<file path="config.mk">
export PLATFORM = sky130hd
export DESIGN_NAME = fifo_wr_arbiter
export DESIGN_NICKNAME = d
export VERILOG_FILES = /design/src/rtl/fifo_arb_pkg.sv /design/src/rtl/fifo_wr_arbiter_rr_picker.sv /design/src/rtl/fifo_wr_arbiter.sv
export SDC_FILE = /design/constraint.sdc
export NUM_CORES = 1
export LEC_CHECK = 0
export BUFFER_PORTS_ARGS = -buffer_cell sky130_fd_sc_hd__buf_4
export CAP_MARGIN = 15
export CORE_UTILIZATION = 35
export CTS_CLUSTER_DIAMETER = 80
export CTS_CLUSTER_SIZE = 12
export DETAILED_ROUTE_END_ITERATION = 10
export GPL_TIMING_DRIVEN = 0
export SLEW_MARGIN = 20
export SYNTH_ARGS = -nofsm -noshare
export SYNTH_HDL_FRONTEND = slang
export SYNTH_SLANG_ARGS = --single-unit
</file>
<file path="constraint.sdc">
create_clock -name wclk -period 3.3 [get_ports wclk]
set_input_delay 0 -clock wclk [delete_from_list [all_inputs] [get_ports wclk]]
set_output_delay 0 -clock wclk [all_outputs]
set_load 0.01 [all_outputs]
</file>
<file path="src/rtl/fifo_arb_pkg.sv">
// Shared types, default sizing and small helpers for the FIFO write-port arbiter.
package fifo_arb_pkg;

    typedef enum logic [0:0] {
        IDLE = 1'b0,
        BUSY = 1'b1
    } arb_state_e;

    // Default sizing of the arbiter; instances may override via parameters.
    localparam int DEF_DATA_SIZE = 8;
    localparam int DEF_NREQ      = 4;
    localparam int DEF_BURST_MAX = 4;
    localparam int DEF_STALL_W   = 16;

    // Widest requester vector the helpers below are sized for.
    localparam int MAX_NREQ = 8;

    // Derived widths for the default configuration.
    localparam int DEF_IDX_W  = $clog2(DEF_NREQ);
    localparam int DEF_BCNT_W = $clog2(DEF_BURST_MAX + 1);

    // One-hot "nobody granted" pattern.
    localparam logic [MAX_NREQ-1:0] ONEHOT_NONE = 8'h00;

    // Index of the set bit of a one-hot (or zero) vector; zero maps to 0.
    function automatic int onehot_index(input logic [MAX_NREQ-1:0] vec);
        int idx;
        idx = 32'sd0;
        for (int i = 0; i < MAX_NREQ; i++) begin
            idx = vec[i] ? i : idx;
        end
        return idx;
    endfunction

    // Increment an index modulo n.
    function automatic int wrap_inc(input int idx, input int n);
        return ((idx + 32'sd1) >= n) ? 32'sd0 : (idx + 32'sd1);
    endfunction

endpackage

</file>
<file path="src/rtl/fifo_wr_arbiter_rr_picker.sv">
// Combinational round-robin picker: first set request at or after 'start',
// wrapping, found by rotating, priority-encoding and rotating back.
module rr_picker
    import fifo_arb_pkg::*;
#(
    parameter int NREQ  = DEF_NREQ,
    parameter int IDX_W = DEF_IDX_W
) (
    input  logic [NREQ-1:0]  req,
    input  logic [IDX_W-1:0] start,
    output logic [NREQ-1:0]  pick,
    output logic             found
);

    logic [NREQ-1:0]  rot_s;
    logic [IDX_W-1:0] pos_s;
    int               back_s;

    // Rotate so that 'start' lands on bit 0, take the lowest set bit, rotate back.
    always_comb begin
        rot_s  = '0;
        pos_s  = '0;
        back_s = 32'sd0;
        pick   = '0;
        found  = |req;
        for (int i = 0; i < NREQ; i++) begin
            rot_s[i] = req[IDX_W'(((i + int'(start)) >= NREQ) ? (i + int'(start) - NREQ)
                                                                : (i + int'(start)))];
        end
        for (int i = NREQ - 1; i >= 0; i--) begin
            pos_s = rot_s[i] ? IDX_W'(i) : pos_s;
        end
        back_s = int'(pos_s) + int'(start);
        back_s = (back_s >= NREQ) ? (back_s - NREQ) : back_s;
        for (int i = 0; i < NREQ; i++) begin
            pick[i] = found && (back_s == i);
        end
    end

endmodule

</file>
<file path="src/rtl/fifo_wr_arbiter.sv">
// Round-robin arbiter sharing the FIFO write port among NREQ write-side clients.
// A grant lasts for up to BURST_MAX words; wfull stalls the granted client
// without losing or duplicating a word.
module fifo_wr_arbiter
    import fifo_arb_pkg::*;
#(
    parameter int DATA_SIZE = DEF_DATA_SIZE,
    parameter int NREQ      = DEF_NREQ,
    parameter int BURST_MAX = DEF_BURST_MAX,
    parameter int STALL_W   = DEF_STALL_W
) (
    input  logic                      wclk,
    input  logic                      wrst,
    input  logic [NREQ-1:0]           req_valid,
    input  logic [NREQ*DATA_SIZE-1:0] req_data,
    output logic [NREQ-1:0]           req_ready,
    input  logic                      wfull,
    output logic [DATA_SIZE-1:0]      wdata,
    output logic                      wclk_en,
    output logic [NREQ-1:0]           grant,
    output logic [STALL_W-1:0]        stall_cnt
);

    localparam int IDX_W  = $clog2(NREQ);
    localparam int BCNT_W = $clog2(BURST_MAX + 1);
    localparam logic [BCNT_W-1:0] BURST_LAST = BCNT_W'(BURST_MAX - 1);
    localparam logic [IDX_W-1:0]  LAST_RST   = IDX_W'(NREQ - 1);

    arb_state_e         state_r, state_s;
    logic [NREQ-1:0]    grant_r, grant_s;
    logic [IDX_W-1:0]   last_r, last_s;
    logic [BCNT_W-1:0]  burst_cnt_r, burst_cnt_s;
    logic [STALL_W-1:0] stall_cnt_r, stall_cnt_s;

    logic               busy_s;
    logic               valid_g_s;
    logic               release_s;
    logic [IDX_W-1:0]   g_idx_s;
    logic [IDX_W-1:0]   start_s;
    logic [NREQ-1:0]    pick_s;
    logic               found_s;

    assign grant     = grant_r;
    assign stall_cnt = stall_cnt_r;

    rr_picker #(
        .NREQ  (NREQ),
        .IDX_W (IDX_W)
    ) u_picker (
        .req   (req_valid),
        .start (start_s),
        .pick  (pick_s),
        .found (found_s)
    );

    // Decode the current grant and decide where the next round-robin search starts.
    always_comb begin
        busy_s    = (state_r == BUSY);
        valid_g_s = |(req_valid & grant_r);
        g_idx_s   = IDX_W'(onehot_index(MAX_NREQ'(grant_r)));
        if (busy_s) begin
            start_s = IDX_W'(wrap_inc(int'(g_idx_s), NREQ));
        end else begin
            start_s = IDX_W'(wrap_inc(int'(last_r), NREQ));
        end
    end

    // Write-port outputs follow the registered grant; nothing is written in a reset cycle.
    always_comb begin
        req_ready = '0;
        wclk_en   = 1'b0;
        wdata     = '0;
        if (busy_s && !wrst) begin
            req_ready = wfull ? '0 : grant_r;
            wclk_en   = valid_g_s && !wfull;
        end else begin
            req_ready = '0;
            wclk_en   = 1'b0;
        end
        for (int i = 0; i < NREQ; i++) begin
            wdata = wdata | (req_data[i*DATA_SIZE +: DATA_SIZE] & {DATA_SIZE{grant_r[i]}});
        end
    end

    // A grant ends after its last burst word or when its client drops valid.
    always_comb begin
        release_s = busy_s && (!valid_g_s || (wclk_en && (burst_cnt_r == BURST_LAST)));
    end

    // Next-state logic: grant hand-over without bubbles, stall accounting.
    always_comb begin
        state_s     = state_r;
        grant_s     = grant_r;
        last_s      = last_r;
        burst_cnt_s = burst_cnt_r;
        stall_cnt_s = stall_cnt_r;
        case (state_r)
            IDLE: begin
                if (found_s) begin
                    state_s = BUSY;
                    grant_s = pick_s;
                end else begin
                    state_s = IDLE;
                    grant_s = '0;
                end
            end
            BUSY: begin
                if (release_s) begin
                    last_s      = g_idx_s;
                    burst_cnt_s = '0;
                    if (found_s) begin
                        state_s = BUSY;
                        grant_s = pick_s;
                    end else begin
                        state_s = IDLE;
                        grant_s = '0;
                    end
                end else if (wclk_en) begin
                    burst_cnt_s = burst_cnt_r + BCNT_W'(1);
                end else begin
                    burst_cnt_s = burst_cnt_r;
                end
            end
            default: begin
                state_s     = IDLE;
                grant_s     = '0;
                last_s      = LAST_RST;
                burst_cnt_s = '0;
            end
        endcase
        if (busy_s && valid_g_s && wfull) begin
            stall_cnt_s = (&stall_cnt_r) ? stall_cnt_r : (stall_cnt_r + STALL_W'(1));
        end else begin
            stall_cnt_s = stall_cnt_r;
        end
    end

    // State registers with synchronous reset; requester 0 gets first priority after reset.
    always_ff @(posedge wclk) begin
        if (wrst) begin
            state_r     <= IDLE;
            grant_r     <= ONEHOT_NONE[NREQ-1:0];
            last_r      <= LAST_RST;
            burst_cnt_r <= '0;
            stall_cnt_r <= '0;
        end else begin
            state_r     <= state_s;
            grant_r     <= grant_s;
            last_r      <= last_s;
            burst_cnt_r <= burst_cnt_s;
            stall_cnt_r <= stall_cnt_s;
        end
    end

endmodule

</file>
# Yosys cells after proc, flatten, opt, wreduce, memory -nomap -nowiden
# Index checks and enable logic that the tools add are counted.
# Widths: inputs -> output; s select.
dict set report totals {
  input_bits 39
  output_inout_bits 33
  register_bits 26
  wordCells 104
}
dict set report op_classes {
  muxes 38
  n_reduce_logical 22
  bitwise 10
  eq_ne 5
  add_sub_neg 13
  magnitude_cmp 11
}
# cell count
set op_table {}
lappend op_table {{$eq 32x3->1 const B} 2}
lappend op_table {{$and 8x8->8} 4}
lappend op_table {{$eq 32x2->1 const B} 1}
lappend op_table {{$ge 32x4->1 const B} 1}
lappend op_table {{$logic_not 32->1} 1}
lappend op_table {{$mux 32} 1}
lappend op_table {{$sub 32x4->32 const B} 1}
lappend op_table {{$mux 2} 13}
lappend op_table {{$or 8x8->8} 3}
lappend op_table {{$add 16x1->16 const B} 1}
lappend op_table {{$lt 2x4->1 const B} 4}
lappend op_table {{$mux 4} 4}
lappend op_table {{$reduce_and 16->1} 1}
lappend op_table {{$ge 3x3->1 const B} 5}
lappend op_table {{$mux 1} 12}
lappend op_table {{$logic_and 1x1->1} 10}
lappend op_table {{$bmux 1 s2} 4}
lappend op_table {{$pmux 4 s2} 1}
lappend op_table {{$reduce_or 4->1} 2}
lappend op_table {{$sub 2x1->2 const B} 4}
lappend op_table {{$add 2x1->3 const B} 2}
lappend op_table {{$add 2x2->3 const A} 2}
lappend op_table {{$mux 3} 2}
lappend op_table {{$reduce_and 2->1} 3}
lappend op_table {{12 further kinds} 15}

# Depth between registers and ports, before layout
# Gate-level depths: netlist (run 1).
dict set report depth {
  depth_word 25
  depth_mapped 12
  mapped_depth_nobuf 12
}

# Modules after synthesis
# Synthesis (run 1) repeated with hierarchy kept, for this count alone.
dict set report unflattened {
  hier_cells 226
  area_unflattened_um2 1910.6
}
# mod cells_per_inst area_each_um2 seq_area_each_um2 n_inst
set by_module_without_submodules {}
lappend by_module_without_submodules {fifo_wr_arbiter 196 1705.4 520.5 1}
lappend by_module_without_submodules {rr_picker 30 205.2 0.0 1}

# Least setup slack after synthesis (run 1)
# Ideal clock, no wire load.
dict set report synth_timing {
  path_kind {reg-to-reg}
  from {register grant_r[3] (netlist: grant[3])}
  to {register grant_r[0] (netlist: grant[0])}
  required_time_ns 3.172
  t_arrival_ns 2.311
  setup_time_ns 0.128
  n_path_buf 0
  path_slack_ns 0.862
  path_stages_with_launch 13
  period_less_slack_ns 2.438
  path_cell_list {dfxtp_1 -> nand2b_1 -> o2bb2ai_1 -> inv_1 -> a211oi_1 -> a211oi_1 -> a21oi_1 -> ha_1 -> inv_1 -> fa_1 -> nor3b_1 -> mux2i_1 -> nor2_1}
}
dict set report synth_between {
  elab_chain_cells 23
  elab_cells_between_ends 54
  classes_between {add/sub: 10; order compare: 6; eq/ne: 1; mux: 28; bitwise: 1; reduce/logical: 8}
}
# element line_no
set synth_lines {}
lappend synth_lines {{start, declared} fifo_wr_arbiter.sv:30} ;# logic [NREQ-1:0] grant_r, grant_s;
lappend synth_lines {{start signal, assigned} fifo_wr_arbiter.sv:142} ;# grant_r <= ONEHOT_NONE[NREQ-1:0];
lappend synth_lines {{start signal, assigned} fifo_wr_arbiter.sv:148} ;# grant_r <= grant_s;
lappend synth_lines {{$mux 2} fifo_arb_pkg.sv:30} ;# idx = vec[i] ? i : idx;
lappend synth_lines {{$add 2x1->3} fifo_arb_pkg.sv:37} ;# return ((idx + 32'sd1) >= n) ? 32'sd0 : (idx + 32'sd1);
lappend synth_lines {{$ge 3x3->1} fifo_arb_pkg.sv:37}
lappend synth_lines {{$mux 2} fifo_arb_pkg.sv:37}
lappend synth_lines {{$mux 2} fifo_wr_arbiter.sv:61} ;# if (busy_s) begin
lappend synth_lines {{$add 2x2->3} fifo_wr_arbiter_rr_picker.sv:27} ;# rot_s[i] = req[IDX_W'(((i + int'(start)) >= NREQ) ? (i + int'(start) - NREQ)
lappend synth_lines {{$ge 3x3->1 / $sub 2x1->2 (equally long branches)} fifo_wr_arbiter_rr_picker.sv:27}
lappend synth_lines {{$mux 2} fifo_wr_arbiter_rr_picker.sv:27}
lappend synth_lines {{[... 7 more ...]} n/a}
lappend synth_lines {{$add 2x2->3} fifo_wr_arbiter_rr_picker.sv:33} ;# back_s = int'(pos_s) + int'(start);
lappend synth_lines {{$sub 32x4->32 / $ge 32x4->1 (equally long branches)} fifo_wr_arbiter_rr_picker.sv:34} ;# back_s = (back_s >= NREQ) ? (back_s - NREQ) : back_s;
lappend synth_lines {{$mux 32} fifo_wr_arbiter_rr_picker.sv:34}
lappend synth_lines {{$logic_not 32->1} fifo_wr_arbiter_rr_picker.sv:36} ;# pick[i] = found && (back_s == i);
lappend synth_lines {{$logic_and 1x1->1} fifo_wr_arbiter_rr_picker.sv:36}
lappend synth_lines {{$mux 4} {fifo_wr_arbiter.sv:99, fifo_wr_arbiter.sv:111}}
lappend synth_lines {{$mux 4} fifo_wr_arbiter.sv:108} ;# if (release_s) begin
lappend synth_lines {{$pmux 4 s2} fifo_wr_arbiter.sv:97} ;# case (state_r)
# Parallel ways exist; a longest one is shown, timed or not. The select of a mux whose other input is x is not followed.
# A chain may end at the register's enable or synchronous reset.

# Worst setup path after layout (run 1)
# Ends and elaborated chain as after synthesis.

==> results of run 1 <==
[cell usage in the layout, fill, tap and decap left out, types with 2 or more instances in the layout]
master / count
nor2b_1: 2
clkbuf_8: 4
or3_1: 3
and2_1: 7
xor2_1: 8
dfxtp_1: 26
nor3_1: 4
nand3_1: 4
buf_2: 2
and3_1: 2
o2111ai_1: 3
nand2_1: 20
a22oi_1: 17
o211ai_1: 3
a211oi_1: 3
inv_1: 12
nor2_1: 24
a21oi_1: 10
and4_1: 2
nor3b_1: 3
or4_1: 2
o21ai_0: 5
mux2i_1: 8
a21o_1: 2
clkbuf_1: 7
buf_4: 68
nand2b_1: 4
o31ai_1: 2
ha_1: 5
nand4_2: 2
[layer usage]
metal | track usage [%] | vias up
met5 | 0 | -
met4 | 5.23 | 0
met3 | 1.69 | 4
met2 | 26.2 | 32
met1 | 22.7 | 818
li1 | - | 907
[cells by family after synthesis]
| logic type | share of synthesized area (%) |
|---|---|
| AO/OA/AOI/OAI | 24.9 |
| buffers and inverters | 5.07 |
| AND/OR/NAND/NOR | 25.2 |
| flip-flops | 30.6 |
| XOR/XNOR | 4.63 |
| adder cells (fa/ha/maj) | 4.85 |
| multiplexers | 4.71 |
[power breakdown]
part	internal [mW]	switching, mW
Clock	0.107	0.0979
Combinational	0.229	0.247
Sequential	0.339	0.0263
Total	0.675	0.371
[worst max-delay path, delay by kind of cell, from the launching register on]
family	cells	cell delay, ns
AO/OA/AOI/OAI	4	0.81
adder cells (fa/ha/maj)	2	0.66
flip-flops	1	0.39
AND/OR/NAND/NOR	3	0.39
buffers and inverters	2	0.24
multiplexers	1	0.17
[sequential cells by signal, indices dropped and copies added (netlist names)]
signal	count
stall_cnt	16
last_r	2
grant	4
burst_cnt_r	3
busy_s	1
[final cells by class]
class                   instances  share of cell area [%]
inverters                      12                    1.93
clock buffers                   4                    2.36
repair buffers                 68                    21.9
multi-input cells             162                    46.9
plain buffers                  10                    1.77
flip-flops and latches         26                    22.3
well taps                      54                    2.89
[worst min path at each step]
stage                             from        to  depth (start not counted)
final                     req_valid[1]    busy_s                          3
after global routing      req_valid[1]    busy_s                          3
after CTS                 req_valid[1]    busy_s                          3
after detailed placement  req_data[30]  wdata[6]                          4
after global placement    req_data[11]  wdata[3]                          4
after floorplan            req_data[8]  wdata[0]                          2
[stage by stage]
stage	hold slack (ns)	worst slack, ns	instances	area [sq um]
after floorplan	0.136	0.862	210	1700
after global placement	0.288	0.596	332	2280
after detailed placement	0.291	0.581	332	2280
after CTS	0.0716	0.544	336	2330
after global routing	0.110	0.299	336	2330
final	0.0858	0.538	336	2330
==> results.yml, run 1 <==
critical_path:
  r2r_cells: 12
  cp-startpoint: "grant[3]"
  r2r_end: "grant[0]"
  crit_path_start_kind: "register"
  rr_startpoint: "grant[3]"
  worstSetupPathType: "register to register"
  critPathArrivalTime_ns: 2.91
  crit_end: "grant[0]"
  cp_max_fo: 6
  path_cells: "nand2b_1 > o2bb2ai_1 > inv_1 > a211oi_1 > a211oi_1 > a21oi_1 > ha_1 > inv_1 > fa_1 > nor3b_1 > mux2i_1 > nor2_1"
  crit_slowest_cell: "fa_1"
  slowest_delay_ns: 0.50
  crit_required_ns: 3.45
  critPathCaptureType: "register"
  r2r_slack_ns: 0.54
cts:
  cts_buffers: 3
  clock_sinks: 26
  cts_resized: 0
  tritoncts: "yes"
  htreeDepth: 1
  clock-root-buffer: "clkbuf_8"
  cts_setup_buffers: 0
  postCtsHoldBufs: 0
  clk_latency_ns: 0.27
  path_clk_slew_ns: 0.09
  clk_path_buf_depth: 2
floorplan:
  pin_count: 72
  core_area_sq_um: 4690
  dieArea_sq_um: 5140
  die_w_um: 71.7
  fp.dieH_um: 71.7
  start_util_pct: 36.3
  rows: 25
synthesis:
  ys_async_sr_fraction_pct: 0
  synth_area_leader_cell: "dfxtp_1"
  ys_seq_area_share_pct: 30.6
  synth-warning-count: 0
  synth-seq-cells: 26
  netlist.area_leader.share_pct: 30.6
  avgSynthCellArea_sq_um: 8.10
  syn_nets: 255
  ys_top_cells_by_area: "dfxtp_1 31%, a22oi_1 7.5%, nor2_1 5.3%"
  ys_top_cells_by_count: "26 x dfxtp_1, 24 x nor2_1, 20 x nand2_1, 17 x a22oi_1, 12 x inv_1"
  syn_area_sq_um: 1700
  yosysUniqueCellTypes: 46
  post-synth-top-count-cell: "dfxtp_1"
  syn_inst: 210
  synth_ff_type: "dfxtp_1"
  synth_edf_count: 0
routing:
  drt_iter0_markers: 68
  vias_per_cell: 5.24
  drt-total-wl_um: 4250
  wl_met2_um: 2040
  wl_met1_um: 2070
  detail_route.wl_per_cell_um: 12.6
  vias: 1761
  route.detailed.drc: 0
  highest_layer: "met4"
  routed-wl-met3_um: 104
  dr.pass1.iters: 4
  ant_nets: 0
timing:
  fin_worst_skew_ns: 0.00538
  final-setup-viol-count: 0
  fin_tns_setup_ns: 0
  rsz0062_at_grt: "no"
  finalHoldViolCount: 0
  period_share_pct: 83.7
  worst_pin_slew_ns: 0.815
  fin_crit_ns: 2.76
  drv_slew: 0
  fmax_mhz: 362
  relSlewSlack_pct: 45.2
hold_path:
  hp-class: "input pin to register"
cells_and_area:
  regArea_sq_um: 520
  nets: 328
  n_antenna_cell: 0
  n_fill_cell: 456
  multi_input_area_sq_um: 1090
  layout-drive-gt1-share_pct: 29.1
  final_core_util_pct: 49.8
  syn_to_final_growth_pct: 37.2
power_and_ir_drop:
  power_density_nw_per_um2: 448
  ir_worst_vdd_uv: 193
  total_power_mw: 1.05
  p_leak_nw: 1.06
grt:
  grt.total_usage_pct: 16.3
  grt_start_max_net_pins: 15
  antenna_found_initial: 0
  grt_pass1_vias: 1521
  grt_pass1_wl_um: 6920
  gr-total-overflow: 0
place:
  io_buffers: 68
  place_congestion: 0.812
  post-dp-hpwl_um: 3260
run_status:
  status: "completed"
run:
  maxCapViolCount: 0
Power figures use the tool's default switching activity.
==> run 2: changes to the inputs <==
- ABC_AREA: unset -> 1
- clock period: 3.3 -> 2.6 ns (I/O delays scaled with it)
==> run 2 against run 1 <==
Global-route usage rose by 2.6 points. Non-clock buffer count rose by 7. Core utilization rose by 3.9 points. Critical endpoint is now grant[2]. Largest cell class unchanged.
==> results.yml, run 2 <==
power_and_ir_drop:
  power_frac_comb_pct: 62.3
  ir_worst_vdd_uv: 281
  power_density_nw_per_um2: 684
  total_power_mw: 1.91
  pwr-share-seq_pct: 25.9
  switchingPower_mw: 0.852
  clkPwrFrac_pct: 11.8
  swShare_pct: 44.6
  p_leak_nw: 1.29
  internal_power_mw: 1.06
cts:
  tritoncts: "yes"
  clock_sinks: 26
  clk_latency_ns: 0.26
  clock-root-buffer: "clkbuf_8"
  path_clk_slew_ns: 0.09
  cts_buffers: 3
  clk_path_buf_depth: 2
  htreeDepth: 1
critical_path:
  cp_max_fo: 5
  cp-startpoint: "last_r[0]"
  r2r_end: "grant[2]"
  crit_required_ns: 2.77
  r2r_slack_ns: 0.15
  critPathCaptureType: "register"
  crit_path_start_kind: "register"
  critPathArrivalTime_ns: 2.62
  rr_startpoint: "last_r[0]"
  worstSetupPathType: "register to register"
  crit_end: "grant[2]"
  r2r_cells: 16
timing:
  fmax_mhz: 408
  fin_worst_skew_ns: 0.00368
  worst_pin_slew_ns: 0.658
  finalHoldViolCount: 0
  postLayoutSetupSlackWorst_ns: 0.147
  final-setup-viol-count: 0
  fin_crit_ns: 2.45
  period_share_pct: 94.3
  drv_slew: 0
  relSlewSlack_pct: 56.1
cells_and_area:
  layout-drive-gt1-share_pct: 33.2
  largest_register_ffs: 16
  multi_input_area_sq_um: 1340
  final_core_util_pct: 53.7
  nets: 448
  n_fill_cell: 547
  regArea_sq_um: 538
  syn_to_final_growth_pct: 45.0
  n_antenna_cell: 0
  final_cell_mix: "109 x nand2_1, 76 x buf_4, 33 x nor2_1, 30 x inv_1, 20 x dfxtp_1"
  final_common_cell: "nand2_1"
grt:
  grt_start_max_net_pins: 14
  gr-total-overflow: 0
  grt.total_usage_pct: 18.9
  grt_pass1_wl_um: 9220
  antenna_found_initial: 0
  grt_pass1_vias: 2067
routing:
  ant_nets: 0
  detail_route.wl_per_cell_um: 11.5
  route.detailed.drc: 0
  vias: 2223
  drt_iter0_markers: 74
  vias_per_cell: 4.72
  dr.pass1.iters: 4
  drt-total-wl_um: 5410
synthesis:
  synth-seq-cells: 26
  syn_nets: 366
  syn_inst: 321
  synth_area_leader_cell: "dfxtp_1"
  ys_top_cells_by_area: "dfxtp_1 27%, nand2_1 24%, nor2_1 7.2%"
  yosysUniqueCellTypes: 27
  post-synth-top-count-cell: "nand2_1"
  ys_top_cells_by_count: "121 x nand2_1, 37 x nor2_1, 35 x inv_1, 26 x dfxtp_1, 24 x nand3_1"
  syn_area_sq_um: 1930
  netlist.area_leader.share_pct: 27.0
  synth_edf_count: 0
  ys_async_sr_fraction_pct: 0
  avgSynthCellArea_sq_um: 6.00
  synth_ff_type: "dfxtp_1"
  ys_seq_area_share_pct: 27.0
  synth-warning-count: 0
floorplan:
  pin_count: 72
  fp.dieH_um: 76.2
  core_area_sq_um: 5200
  dieArea_sq_um: 5810
  start_util_pct: 37.0
  rows: 26
  die_w_um: 76.2
place:
  post-dp-hpwl_um: 4170
  preCtsSetupSlack_ns: -0.0448
  io_buffers: 71
  place_congestion: 0.825
hold_path:
  hp-class: "input pin to register"
  min_from: "wfull"
run:
  maxCapViolCount: 0
run_status:
  status: "completed"
## run 2: critical path: stages (launching register included)
cell	delay, ns
dfxtp_4	0.37
ha_4	0.24
nand2_4	0.06
inv_2	0.04
nor2_4	0.14
nand3_2	0.08
nand2_2	0.09
nand3_2	0.06
a21oi_2	0.15
ha_2	0.17
inv_1	0.05
fa_1	0.60
inv_2	0.06
nand3_1	0.09
nand2_1	0.06
nand2_1	0.06
nor2_1	0.04
## run 2: metal layers
layer	wire length, um	global-route usage [%]	vias up
met5	0	0	-
met4	54	4.04	0
met3	176	2.51	8
met2	2750	34.5	42
met1	2430	23.4	995
li1	-	-	1178
## run 2: power by group through the flow
stage | Sequential (mW) | Clock [mW] | Combinational (mW)
2_1_floorplan | 0.485 | 0 | 0.643
3_3_place_gp | 0.485 | 0 | 0.988
3_5_place_dp | 0.486 | 0 | 0.993
4_1_cts | 0.477 | 0.238 | 1.00
5_1_grt | 0.500 | 0.251 | 1.35
6_report | 0.495 | 0.226 | 1.19
## run 2: stage by stage
stage,setup TNS [ns],area [sq um],cells,hold WS [ns]
2_1_floorplan,0,1930,321,0.0691
3_3_place_gp,-0.0966,2550,462,0.198
3_5_place_dp,-0.0931,2550,462,0.188
4_1_cts,0,2600,466,0.198
5_1_grt,-0.101,2790,471,0.275
6_report,0,2790,471,0.218
## run 2: worst min-delay path by stage
| stage | to | slack (ns) | cells past startpoint |
|---|---|---|---|
| 3_5_place_dp | stall_cnt[7] | 0.19 | 2 |
| 3_3_place_gp | stall_cnt[7] | 0.20 | 2 |
| 4_1_cts | busy_s | 0.20 | 5 |
| 6_report | stall_cnt[12] | 0.22 | 6 |
| 2_1_floorplan | stall_cnt[7] | 0.07 | 1 |
| 5_1_grt | busy_s | 0.28 | 5 |
## run 2: final cells by class
cell class                      count  area share [%]
Multi-Input combinational cell    251            48.1
Timing Repair Buffer               77            20.8
Sequential cell                    26            19.3
Inverter                           36            5.11
Tap cell                           70            3.13
Buffer                              8            2.15
Clock buffer                        3            1.48
## run 2: logic make-up after synthesis
family                   synth area share, %
AO/OA/AOI/OAI                           7.92
flip-flops                              27.0
buffers and inverters                   9.74
XOR/XNOR                                4.09
adder cells (fa/ha/maj)                 4.29
AND/OR/NAND/NOR                         46.9
## run 2: repair_timing
| action | 4_1_cts | 5_1_grt |
|---|---|---|
| pin swaps | 0 | 14 |
| hold buffers | 1 | 0 |
| resized for setup | 3 | 50 |
| endpoints found under the hold margin | 2 | 0 |
| setup buffers | 0 | 5 |
| endpoints found under the setup margin | 4 | 4 |
